## src/rtl/miriscv_decode_if.sv

```systemverilog
// ---------------------------------------------------------------------------
// miriscv_decode_if
//   Bundle between fetch, decode and execute for the RV32I main decoder.
//   master: the decoder (consumes the instruction, drives the control word).
//   slave : the surrounding pipeline (drives the instruction, consumes control).
// ---------------------------------------------------------------------------
interface miriscv_decode_if;

  localparam int ALU_OP_WIDTH = 5;

  logic [31:0]             fetched_instr_i;
  logic [1:0]              ex_op_a_sel_o;
  logic [2:0]              ex_op_b_sel_o;
  logic [ALU_OP_WIDTH-1:0] alu_op_o;
  logic                    mem_req_o;
  logic                    mem_we_o;
  logic [2:0]              mem_size_o;
  logic                    gpr_we_a_o;
  logic                    wb_src_sel_o;
  logic                    illegal_instr_o;
  logic                    branch_o;
  logic                    jal_o;
  logic                    jalr_o;

  modport master (
    input  fetched_instr_i,
    output ex_op_a_sel_o, ex_op_b_sel_o, alu_op_o,
    output mem_req_o, mem_we_o, mem_size_o,
    output gpr_we_a_o, wb_src_sel_o, illegal_instr_o,
    output branch_o, jal_o, jalr_o
  );

  modport slave (
    output fetched_instr_i,
    input  ex_op_a_sel_o, ex_op_b_sel_o, alu_op_o,
    input  mem_req_o, mem_we_o, mem_size_o,
    input  gpr_we_a_o, wb_src_sel_o, illegal_instr_o,
    input  branch_o, jal_o, jalr_o
  );

endinterface

```

## src/rtl/miriscv_decode.sv

```systemverilog
// ---------------------------------------------------------------------------
// miriscv_decode
//   Main RV32I instruction decoder. The control word is decoded
//   combinationally and registered, giving one cycle of latency.
//   Optional build macro:
//     MIRISCV_FENCE_SYSTEM_NOP_EN - MISC_MEM and SYSTEM decode as a legal NOP;
//                                   when undefined they are flagged illegal.
// ---------------------------------------------------------------------------
module miriscv_decode (
  input  logic            clk_i,
  input  logic            rst_n_i,
  miriscv_decode_if.master dec_if
);

  localparam int ALU_OP_WIDTH = 5;

  // Major opcodes, instruction bits [6:2]
  localparam logic [4:0] OPC_LOAD     = 5'b00000;
  localparam logic [4:0] OPC_MISC_MEM = 5'b00011;
  localparam logic [4:0] OPC_OP_IMM   = 5'b00100;
  localparam logic [4:0] OPC_AUIPC    = 5'b00101;
  localparam logic [4:0] OPC_STORE    = 5'b01000;
  localparam logic [4:0] OPC_OP       = 5'b01100;
  localparam logic [4:0] OPC_LUI      = 5'b01101;
  localparam logic [4:0] OPC_BRANCH   = 5'b11000;
  localparam logic [4:0] OPC_JALR     = 5'b11001;
  localparam logic [4:0] OPC_JAL      = 5'b11011;
  localparam logic [4:0] OPC_SYSTEM   = 5'b11100;

  typedef enum logic [1:0] {
    OP_A_RS1     = 2'd0,
    OP_A_CURR_PC = 2'd1,
    OP_A_ZERO    = 2'd2
  } op_a_sel_e;

  typedef enum logic [2:0] {
    OP_B_RS2   = 3'd0,
    OP_B_IMM_I = 3'd1,
    OP_B_IMM_U = 3'd2,
    OP_B_IMM_S = 3'd3,
    OP_B_INCR  = 3'd4
  } op_b_sel_e;

  typedef enum logic [ALU_OP_WIDTH-1:0] {
    ALU_ADD  = 5'b00000,
    ALU_SLL  = 5'b00001,
    ALU_SLTS = 5'b00010,
    ALU_SLTU = 5'b00011,
    ALU_XOR  = 5'b00100,
    ALU_SRL  = 5'b00101,
    ALU_OR   = 5'b00110,
    ALU_AND  = 5'b00111,
    ALU_SUB  = 5'b01000,
    ALU_SRA  = 5'b01101,
    ALU_EQ   = 5'b11000,
    ALU_NE   = 5'b11001,
    ALU_LTS  = 5'b11100,
    ALU_GES  = 5'b11101,
    ALU_LTU  = 5'b11110,
    ALU_GEU  = 5'b11111
  } alu_op_e;

  localparam logic [2:0] SIZE_W      = 3'd2;
  localparam logic       WB_EX       = 1'b0;
  localparam logic       WB_LSU      = 1'b1;
  localparam logic [6:0] FUNCT7_ZERO = 7'h00;
  localparam logic [6:0] FUNCT7_ALT  = 7'h20;

  typedef struct packed {
    op_a_sel_e  op_a;
    op_b_sel_e  op_b;
    alu_op_e    alu;
    logic       mem_req;
    logic       mem_we;
    logic [2:0] mem_size;
    logic       gpr_we;
    logic       wb_src;
    logic       illegal;
    logic       branch;
    logic       jal;
    logic       jalr;
  } ctrl_t;

  // Bubble control word: no side effects anywhere in the pipeline.
  localparam ctrl_t CTRL_NOP = '{
    op_a:     OP_A_RS1,
    op_b:     OP_B_RS2,
    alu:      ALU_ADD,
    mem_req:  1'b0,
    mem_we:   1'b0,
    mem_size: SIZE_W,
    gpr_we:   1'b0,
    wb_src:   WB_EX,
    illegal:  1'b0,
    branch:   1'b0,
    jal:      1'b0,
    jalr:     1'b0
  };

  // Base ALU operation selected by funct3 for register/immediate arithmetic;
  // the shift-right slot defaults to logical and is overridden for SRA/SRAI.
  function automatic alu_op_e alu_from_funct3(input logic [2:0] funct3);
    alu_op_e op;
    case (funct3)
      3'd0:    op = ALU_ADD;
      3'd1:    op = ALU_SLL;
      3'd2:    op = ALU_SLTS;
      3'd3:    op = ALU_SLTU;
      3'd4:    op = ALU_XOR;
      3'd5:    op = ALU_SRL;
      3'd6:    op = ALU_OR;
      default: op = ALU_AND;
    endcase
    return op;
  endfunction

  logic [31:0] w_instr;
  logic [4:0]  w_opcode;
  logic [2:0]  w_funct3;
  logic [6:0]  w_funct7;
  logic        w_unused;
  ctrl_t       w_ctrl;
  ctrl_t       r_ctrl;

  assign w_instr  = dec_if.fetched_instr_i;
  assign w_opcode = w_instr[6:2];
  assign w_funct3 = w_instr[14:12];
  assign w_funct7 = w_instr[31:25];
  // Register specifiers and immediates are extracted elsewhere in the core.
  assign w_unused = ^{w_instr[24:15], w_instr[11:7]};

  // Combinational decode of the current instruction into a control word.
  always_comb begin
    // NOTE: the whole word is defaulted first so no path through the case
    // can leave a field unassigned and infer a latch.
    w_ctrl = CTRL_NOP;

    case (w_opcode)
      OPC_LOAD: begin
        w_ctrl.op_b     = OP_B_IMM_I;
        w_ctrl.mem_req  = 1'b1;
        w_ctrl.mem_size = w_funct3;
        w_ctrl.gpr_we   = 1'b1;
        w_ctrl.wb_src   = WB_LSU;
        if (w_funct3 == 3'd3 || w_funct3 == 3'd6 || w_funct3 == 3'd7)
          w_ctrl.illegal = 1'b1;
      end

      OPC_STORE: begin
        w_ctrl.op_b     = OP_B_IMM_S;
        w_ctrl.mem_req  = 1'b1;
        w_ctrl.mem_we   = 1'b1;
        w_ctrl.mem_size = w_funct3;
        if (w_funct3 >= 3'd3)
          w_ctrl.illegal = 1'b1;
      end

      OPC_OP_IMM: begin
        w_ctrl.op_b   = OP_B_IMM_I;
        w_ctrl.gpr_we = 1'b1;
        w_ctrl.alu    = alu_from_funct3(w_funct3);
        // Only the shift-immediates use funct7; it must name a valid shift.
        if (w_funct3 == 3'd1) begin
          if (w_funct7 != FUNCT7_ZERO) w_ctrl.illegal = 1'b1;
        end else if (w_funct3 == 3'd5) begin
          if (w_funct7 == FUNCT7_ALT)       w_ctrl.alu     = ALU_SRA;
          else if (w_funct7 != FUNCT7_ZERO) w_ctrl.illegal = 1'b1;
        end
      end

      OPC_OP: begin
        w_ctrl.gpr_we = 1'b1;
        if (w_funct7 == FUNCT7_ZERO) begin
          w_ctrl.alu = alu_from_funct3(w_funct3);
        end else if (w_funct7 == FUNCT7_ALT && w_funct3 == 3'd0) begin
          w_ctrl.alu = ALU_SUB;
        end else if (w_funct7 == FUNCT7_ALT && w_funct3 == 3'd5) begin
          w_ctrl.alu = ALU_SRA;
        end else begin
          w_ctrl.illegal = 1'b1;
        end
      end

      OPC_LUI: begin
        w_ctrl.op_a   = OP_A_ZERO;
        w_ctrl.op_b   = OP_B_IMM_U;
        w_ctrl.gpr_we = 1'b1;
      end

      OPC_AUIPC: begin
        w_ctrl.op_a   = OP_A_CURR_PC;
        w_ctrl.op_b   = OP_B_IMM_U;
        w_ctrl.gpr_we = 1'b1;
      end

      OPC_JAL: begin
        w_ctrl.op_a   = OP_A_CURR_PC;
        w_ctrl.op_b   = OP_B_INCR;
        w_ctrl.gpr_we = 1'b1;
        w_ctrl.jal    = 1'b1;
      end

      OPC_JALR: begin
        w_ctrl.op_a   = OP_A_CURR_PC;
        w_ctrl.op_b   = OP_B_INCR;
        w_ctrl.gpr_we = 1'b1;
        w_ctrl.jalr   = 1'b1;
        if (w_funct3 != 3'd0)
          w_ctrl.illegal = 1'b1;
      end

      OPC_BRANCH: begin
        w_ctrl.branch = 1'b1;
        case (w_funct3)
          3'd0:    w_ctrl.alu = ALU_EQ;
          3'd1:    w_ctrl.alu = ALU_NE;
          3'd4:    w_ctrl.alu = ALU_LTS;
          3'd5:    w_ctrl.alu = ALU_GES;
          3'd6:    w_ctrl.alu = ALU_LTU;
          3'd7:    w_ctrl.alu = ALU_GEU;
          default: w_ctrl.illegal = 1'b1;
        endcase
      end

      OPC_MISC_MEM, OPC_SYSTEM: begin
`ifdef MIRISCV_FENCE_SYSTEM_NOP_EN
        // FENCE / ECALL / EBREAK / CSR ops retire as plain bubbles.
        w_ctrl = CTRL_NOP;
`else
        w_ctrl.illegal = 1'b1;
`endif
      end

      default: w_ctrl.illegal = 1'b1;
    endcase

    // Compressed or malformed encodings are never supported.
    if (w_instr[1:0] != 2'b11)
      w_ctrl.illegal = 1'b1;

    // An illegal instruction must not produce any side effect downstream.
    if (w_ctrl.illegal) begin
      w_ctrl         = CTRL_NOP;
      w_ctrl.illegal = 1'b1;
    end
  end

  // Output register: one cycle of decode latency, synchronous reset to NOP.
  always_ff @(posedge clk_i) begin
    // NOTE: state is updated with non-blocking assignments so every
    // register samples pre-edge values regardless of statement order.
    if (!rst_n_i) r_ctrl <= CTRL_NOP;
    else          r_ctrl <= w_ctrl;
  end

  assign dec_if.ex_op_a_sel_o   = r_ctrl.op_a;
  assign dec_if.ex_op_b_sel_o   = r_ctrl.op_b;
  assign dec_if.alu_op_o        = r_ctrl.alu;
  assign dec_if.mem_req_o       = r_ctrl.mem_req;
  assign dec_if.mem_we_o        = r_ctrl.mem_we;
  assign dec_if.mem_size_o      = r_ctrl.mem_size;
  assign dec_if.gpr_we_a_o      = r_ctrl.gpr_we;
  assign dec_if.wb_src_sel_o    = r_ctrl.wb_src;
  assign dec_if.illegal_instr_o = r_ctrl.illegal;
  assign dec_if.branch_o        = r_ctrl.branch;
  assign dec_if.jal_o           = r_ctrl.jal;
  assign dec_if.jalr_o          = r_ctrl.jalr;

endmodule

```

## src/flat_wrapper.sv

```systemverilog
// flat-port wrapper written by rule: the top's interface ports become plain ports
module miriscv_decode_flat 
  (clk_i, rst_n_i, dec_if_fetched_instr_i, dec_if_ex_op_a_sel_o, dec_if_ex_op_b_sel_o, dec_if_alu_op_o, dec_if_mem_req_o, dec_if_mem_we_o, dec_if_mem_size_o, dec_if_gpr_we_a_o, dec_if_wb_src_sel_o, dec_if_illegal_instr_o, dec_if_branch_o, dec_if_jal_o, dec_if_jalr_o);
  miriscv_decode_if dec_if_i ();
  input  logic clk_i;
  input  logic rst_n_i;
  input wire logic [$bits(dec_if_i.fetched_instr_i)-1:0] dec_if_fetched_instr_i;
  output wire logic [$bits(dec_if_i.ex_op_a_sel_o)-1:0] dec_if_ex_op_a_sel_o;
  output wire logic [$bits(dec_if_i.ex_op_b_sel_o)-1:0] dec_if_ex_op_b_sel_o;
  output wire logic [$bits(dec_if_i.alu_op_o)-1:0] dec_if_alu_op_o;
  output wire logic [$bits(dec_if_i.mem_req_o)-1:0] dec_if_mem_req_o;
  output wire logic [$bits(dec_if_i.mem_we_o)-1:0] dec_if_mem_we_o;
  output wire logic [$bits(dec_if_i.mem_size_o)-1:0] dec_if_mem_size_o;
  output wire logic [$bits(dec_if_i.gpr_we_a_o)-1:0] dec_if_gpr_we_a_o;
  output wire logic [$bits(dec_if_i.wb_src_sel_o)-1:0] dec_if_wb_src_sel_o;
  output wire logic [$bits(dec_if_i.illegal_instr_o)-1:0] dec_if_illegal_instr_o;
  output wire logic [$bits(dec_if_i.branch_o)-1:0] dec_if_branch_o;
  output wire logic [$bits(dec_if_i.jal_o)-1:0] dec_if_jal_o;
  output wire logic [$bits(dec_if_i.jalr_o)-1:0] dec_if_jalr_o;
  assign dec_if_i.fetched_instr_i = dec_if_fetched_instr_i;
  assign dec_if_ex_op_a_sel_o = dec_if_i.ex_op_a_sel_o;
  assign dec_if_ex_op_b_sel_o = dec_if_i.ex_op_b_sel_o;
  assign dec_if_alu_op_o = dec_if_i.alu_op_o;
  assign dec_if_mem_req_o = dec_if_i.mem_req_o;
  assign dec_if_mem_we_o = dec_if_i.mem_we_o;
  assign dec_if_mem_size_o = dec_if_i.mem_size_o;
  assign dec_if_gpr_we_a_o = dec_if_i.gpr_we_a_o;
  assign dec_if_wb_src_sel_o = dec_if_i.wb_src_sel_o;
  assign dec_if_illegal_instr_o = dec_if_i.illegal_instr_o;
  assign dec_if_branch_o = dec_if_i.branch_o;
  assign dec_if_jal_o = dec_if_i.jal_o;
  assign dec_if_jalr_o = dec_if_i.jalr_o;
  miriscv_decode u_core (.clk_i(clk_i), .rst_n_i(rst_n_i), .dec_if(dec_if_i));
endmodule
```

## config.mk

```make
export PLATFORM = sky130hd
export DESIGN_NAME = miriscv_decode_flat
export DESIGN_NICKNAME = d
export VERILOG_FILES = /design/src/rtl/miriscv_decode_if.sv /design/src/rtl/miriscv_decode.sv /design/src/flat_wrapper.sv
export SDC_FILE = /design/constraint.sdc
export NUM_CORES = 1
export LEC_CHECK = 0
export CORE_AREA = 2 2 52 54
export DETAILED_ROUTE_END_ITERATION = 10
export DIE_AREA = 0 0 54 56
export GPL_ROUTABILITY_DRIVEN = 0
export GPL_TIMING_DRIVEN = 0
export HOLD_SLACK_MARGIN = 0.05
export MAX_ROUTING_LAYER = met4
export PLACE_DENSITY_LB_ADDON = 0.08
export SETUP_SLACK_MARGIN = 0.1
export SLEW_MARGIN = 15
export SYNTH_ARGS = -nofsm -noshare
export SYNTH_HDL_FRONTEND = slang
export SYNTH_SLANG_ARGS = --single-unit
```

## constraint.sdc

```tcl
create_clock -name clk_i -period 2.95 [get_ports clk_i]
set_input_delay 0.295 -clock clk_i [delete_from_list [all_inputs] [get_ports clk_i]]
set_output_delay 0.295 -clock clk_i [all_outputs]
set_load 0.005 [all_outputs]
```

==> flow_metrics.py <==
metrics = {
    "routing": {
        "viasPerCell": 5.03,
        "firstDrtPassIters": 4,
        "wire_per_inst_microns": 11.6,
        "drt_wl_total_microns": 2080,
        "detail_route.drc_violations": 0,
        "antenna_violating_nets_post_route": 0,
        "route.vias.total": 900,
        "dr.first_iter.drc_count": 7,
    },
    "flow_run": {
        "max-cap-violations": 0,
    },
    "global_route": {
        "grtUsageMet1_pct": 19.7,
        "gr-usage-met3_pct": 3.23,
        "grt_max_degree": 12,
        "grt_first_pass_wirelength_microns": 3460,
        "top_usage_layer": "met2",
        "grt_overflow": 0,
        "grt_use_met2_pct": 24.0,
        "track_usage_pct": 15.2,
        "grt_pass1_vias": 812,
        "grt_antenna_before_repair": 0,
    },
    "synth": {
        "netlist-cell-type-count": 33,
        "ys_seq_elements": 21,
        "ys_warn_count": 0,
        "synth_fp_nets": 141,
        "mappedNetlistArea_sq_um": 930,
        "netlist_instances": 107,
        "ys_seq_area_share_pct": 45.2,
        "avgSynthCellArea_sq_um": 8.69,
    },
    "clocking": {
        "clock_tree.htree_level_count": 1,
        "clk_pin_slew_worst_paths_ns": 0.11,
        "post_cts_resize_count": 0,
        "cts.sinks": 21,
        "cts.repair_timing.setup_buffer_count": 0,
        "ctsHoldBuffers": 0,
        "cts_tree": "built",
        "cts-root-to-sink-buffers": 2,
        "clock_tree.root_cell": "sky130_fd_sc_hd__clkbuf_4",
        "cts_inserted_buffers": 3,
    },
    "hold_path": {
        "hold_path_depth": 2,
        "holdCritPathClass": "in2reg",
    },
    "final_layout": {
        "layout-area-overhead-vs-synth_pct": 47.8,
        "nNetsFinal": 184,
        "diode_count": 0,
        "layout-drive-gt1-share_pct": 8.05,
    },
    "critical_path": {
        "required_ns": 3.12,
        "worstSetupEndpointType": "flip-flop",
        "worst-setup-path-type": "in2reg",
        "cp.arrival_ns": 2.41,
        "worst_setup_path_start_kind": "input pin",
        "peak_fanout_along_the_critical_path": 10,
    },
    "timing": {
        "timing_worst_slew_pin_value_ns": 0.447,
        "post-route-min-period_ns": 2.24,
        "max_freq_mhz": 446,
        "setup_total_negative_slack_ns": 0,
        "slew_violations": 0,
        "maxSlewHeadroom_pct": 70.1,
        "timing.final.hold_violations": 0,
        "final_worst_path_cycle_share_pct": 76.0,
        "setup-violations-final": 0,
        "rsz0062_at_grt": "false",
    },
    "power_and_ir_drop": {
        "largest_vdd_supply_drop_mv": 0.213,
        "power_density_nw_per_um2": 353,
        "p_leak_nw": 0.457,
        "power.total_mw": 0.484,
    },
    "die": {
        "chipWidth_microns": 54,
        "num_rows": 18,
        "design.core.area_sq_um": 2430,
        "die_h_microns": 56,
        "design.die.area_sq_um": 3020,
        "start_util_pct": 38.2,
        "num_io_pins": 55,
    },
    "placed_design": {
        "place_hpwl_microns": 1650,
        "count_of_buffers_inserted_at_the_top_level_ports": 38,
    },
    "run_status": {
        "status": "complete, no violations",
    },
}
-- flip-flops by register name (all words and copies together) (netlist names), 2 cells and up --
signal and count:
u_core.dec_if.alu_op_o 5, u_core.dec_if.mem_size_o 3, u_core.dec_if.ex_op_b_sel_o 3, u_core.dec_if.ex_op_a_sel_o 2
-- cell usage after synthesis --
cell type                   count  share of area, %
sky130_fd_sc_hd__nor3_1         4               2.2
sky130_fd_sc_hd__or4b_1         1               1.1
sky130_fd_sc_hd__buf_2          2               1.1
sky130_fd_sc_hd__nand3_1        4               2.2
sky130_fd_sc_hd__o2111ai_1      1              0.94
sky130_fd_sc_hd__nor4b_2        1               1.6
sky130_fd_sc_hd__a311oi_1       1              0.94
sky130_fd_sc_hd__nand3b_1       2               1.6
sky130_fd_sc_hd__buf_6          1               1.2
sky130_fd_sc_hd__dfxtp_1       21                45
sky130_fd_sc_hd__inv_1          5               2.0
sky130_fd_sc_hd__or3_1          1              0.67
sky130_fd_sc_hd__a41oi_2        1               1.8
sky130_fd_sc_hd__o21ai_0        9               4.8
sky130_fd_sc_hd__and2_1         3               2.0
sky130_fd_sc_hd__buf_4          1              0.81
sky130_fd_sc_hd__nor2_1        13               5.2
sky130_fd_sc_hd__nand2_1        4               1.6
sky130_fd_sc_hd__nor3_2         3               3.2
sky130_fd_sc_hd__nand4bb_1      1               1.2
sky130_fd_sc_hd__nor2b_1        4               2.7
sky130_fd_sc_hd__a21oi_1        5               2.7
sky130_fd_sc_hd__nand4_1        2               1.3
sky130_fd_sc_hd__o21a_1         1              0.81
sky130_fd_sc_hd__nand2b_1       2               1.3
sky130_fd_sc_hd__a22oi_1        1              0.81
sky130_fd_sc_hd__a2111oi_0      1              0.94
sky130_fd_sc_hd__clkbuf_1       3               1.2
sky130_fd_sc_hd__nor4_1         3               2.0
sky130_fd_sc_hd__or4_1          2               1.6
sky130_fd_sc_hd__and3_1         1              0.67
sky130_fd_sc_hd__a211oi_1       2               1.6
sky130_fd_sc_hd__a21boi_0       1              0.81
-- cells by family (layout without fill, tap and decap cells) --
group,after synthesis,in the layout,share of synthesized area (%)
flip-flops,21,21,45.2
AND/OR/NAND/NOR,51,51,32.3
buffers and inverters,12,54,6.33
AO/OA/AOI/OAI,23,23,16.2
-- worst max-delay path, stage by stage --
cell and delay [ns]:
sky130_fd_sc_hd__clkdlybuf4s50_1 0.43, sky130_fd_sc_hd__clkbuf_1 0.22, sky130_fd_sc_hd__nor4b_2 0.45, sky130_fd_sc_hd__o21ai_0 0.21, sky130_fd_sc_hd__a41oi_2 0.27, sky130_fd_sc_hd__nand4bb_1 0.16
sky130_fd_sc_hd__buf_4 0.17, sky130_fd_sc_hd__buf_6 0.15, sky130_fd_sc_hd__nor3_2 0.04
-- metrics by stage --
stage | cell area [sq um] | cells | hold slack [ns] | setup WS [ns] | utilization (%)
finish | 1370 | 179 | 0.303 | 0.709 | 56.5
global route | 1370 | 179 | 0.300 | 0.499 | 56.5
CTS | 1370 | 179 | 0.294 | 0.699 | 56.5
detailed placement | 1350 | 175 | 0.611 | 0.386 | 55.4
global placement | 1350 | 175 | 0.606 | 0.412 | 55.4
floorplan | 930 | 107 | 0.399 | 1.05 | -
-- layout by cell type (no fill, tap or decap), types with 4 or more instances in the layout --
master                             n
sky130_fd_sc_hd__clkbuf_1          4
sky130_fd_sc_hd__nand3_1           4
sky130_fd_sc_hd__inv_1             5
sky130_fd_sc_hd__nor2_1           13
sky130_fd_sc_hd__clkdlybuf4s50_1  38
sky130_fd_sc_hd__nor2b_1           4
sky130_fd_sc_hd__dfxtp_1          21
sky130_fd_sc_hd__a21oi_1           5
sky130_fd_sc_hd__nand2_1           4
sky130_fd_sc_hd__o21ai_0           9
sky130_fd_sc_hd__nor3_1            4
-- final timing paths --
kind                                               endpoint  slack (ns)                 startpoint
hold / removal    u_core.dec_if.ex_op_b_sel_o[1]$_SDFF_PP0_        0.30  dec_if_fetched_instr_i[3]
setup / recovery      u_core.dec_if.wb_src_sel_o$_SDFF_PP0_        0.71  dec_if_fetched_instr_i[6]
-- power by group --
group	internal, mW	switching [mW]
Clock	0.0524	0.0760
Combinational	0.0357	0.0352
Sequential	0.285	0.000346
Total	0.373	0.111
-- per-layer routing --
metal  vias to the layer above  share of wire (%)
li1                        468                  -
met5                         -                  0
met4                         0               0.63
met1                       400                 48
met3                         2                6.0
met2                        30                 46
-- area by class of cell --
cell class | count | area [sq um]
Tap cell | 30 | 37.5
Sequential cell | 21 | 420
Inverter | 5 | 18.8
Timing Repair Buffer | 38 | 380
Multi-Input combinational cell | 74 | 450
Clock buffer | 4 | 26.3
Fill cell | 244 | 1060
Buffer | 7 | 40.0
Power figures use the tool's default switching activity.
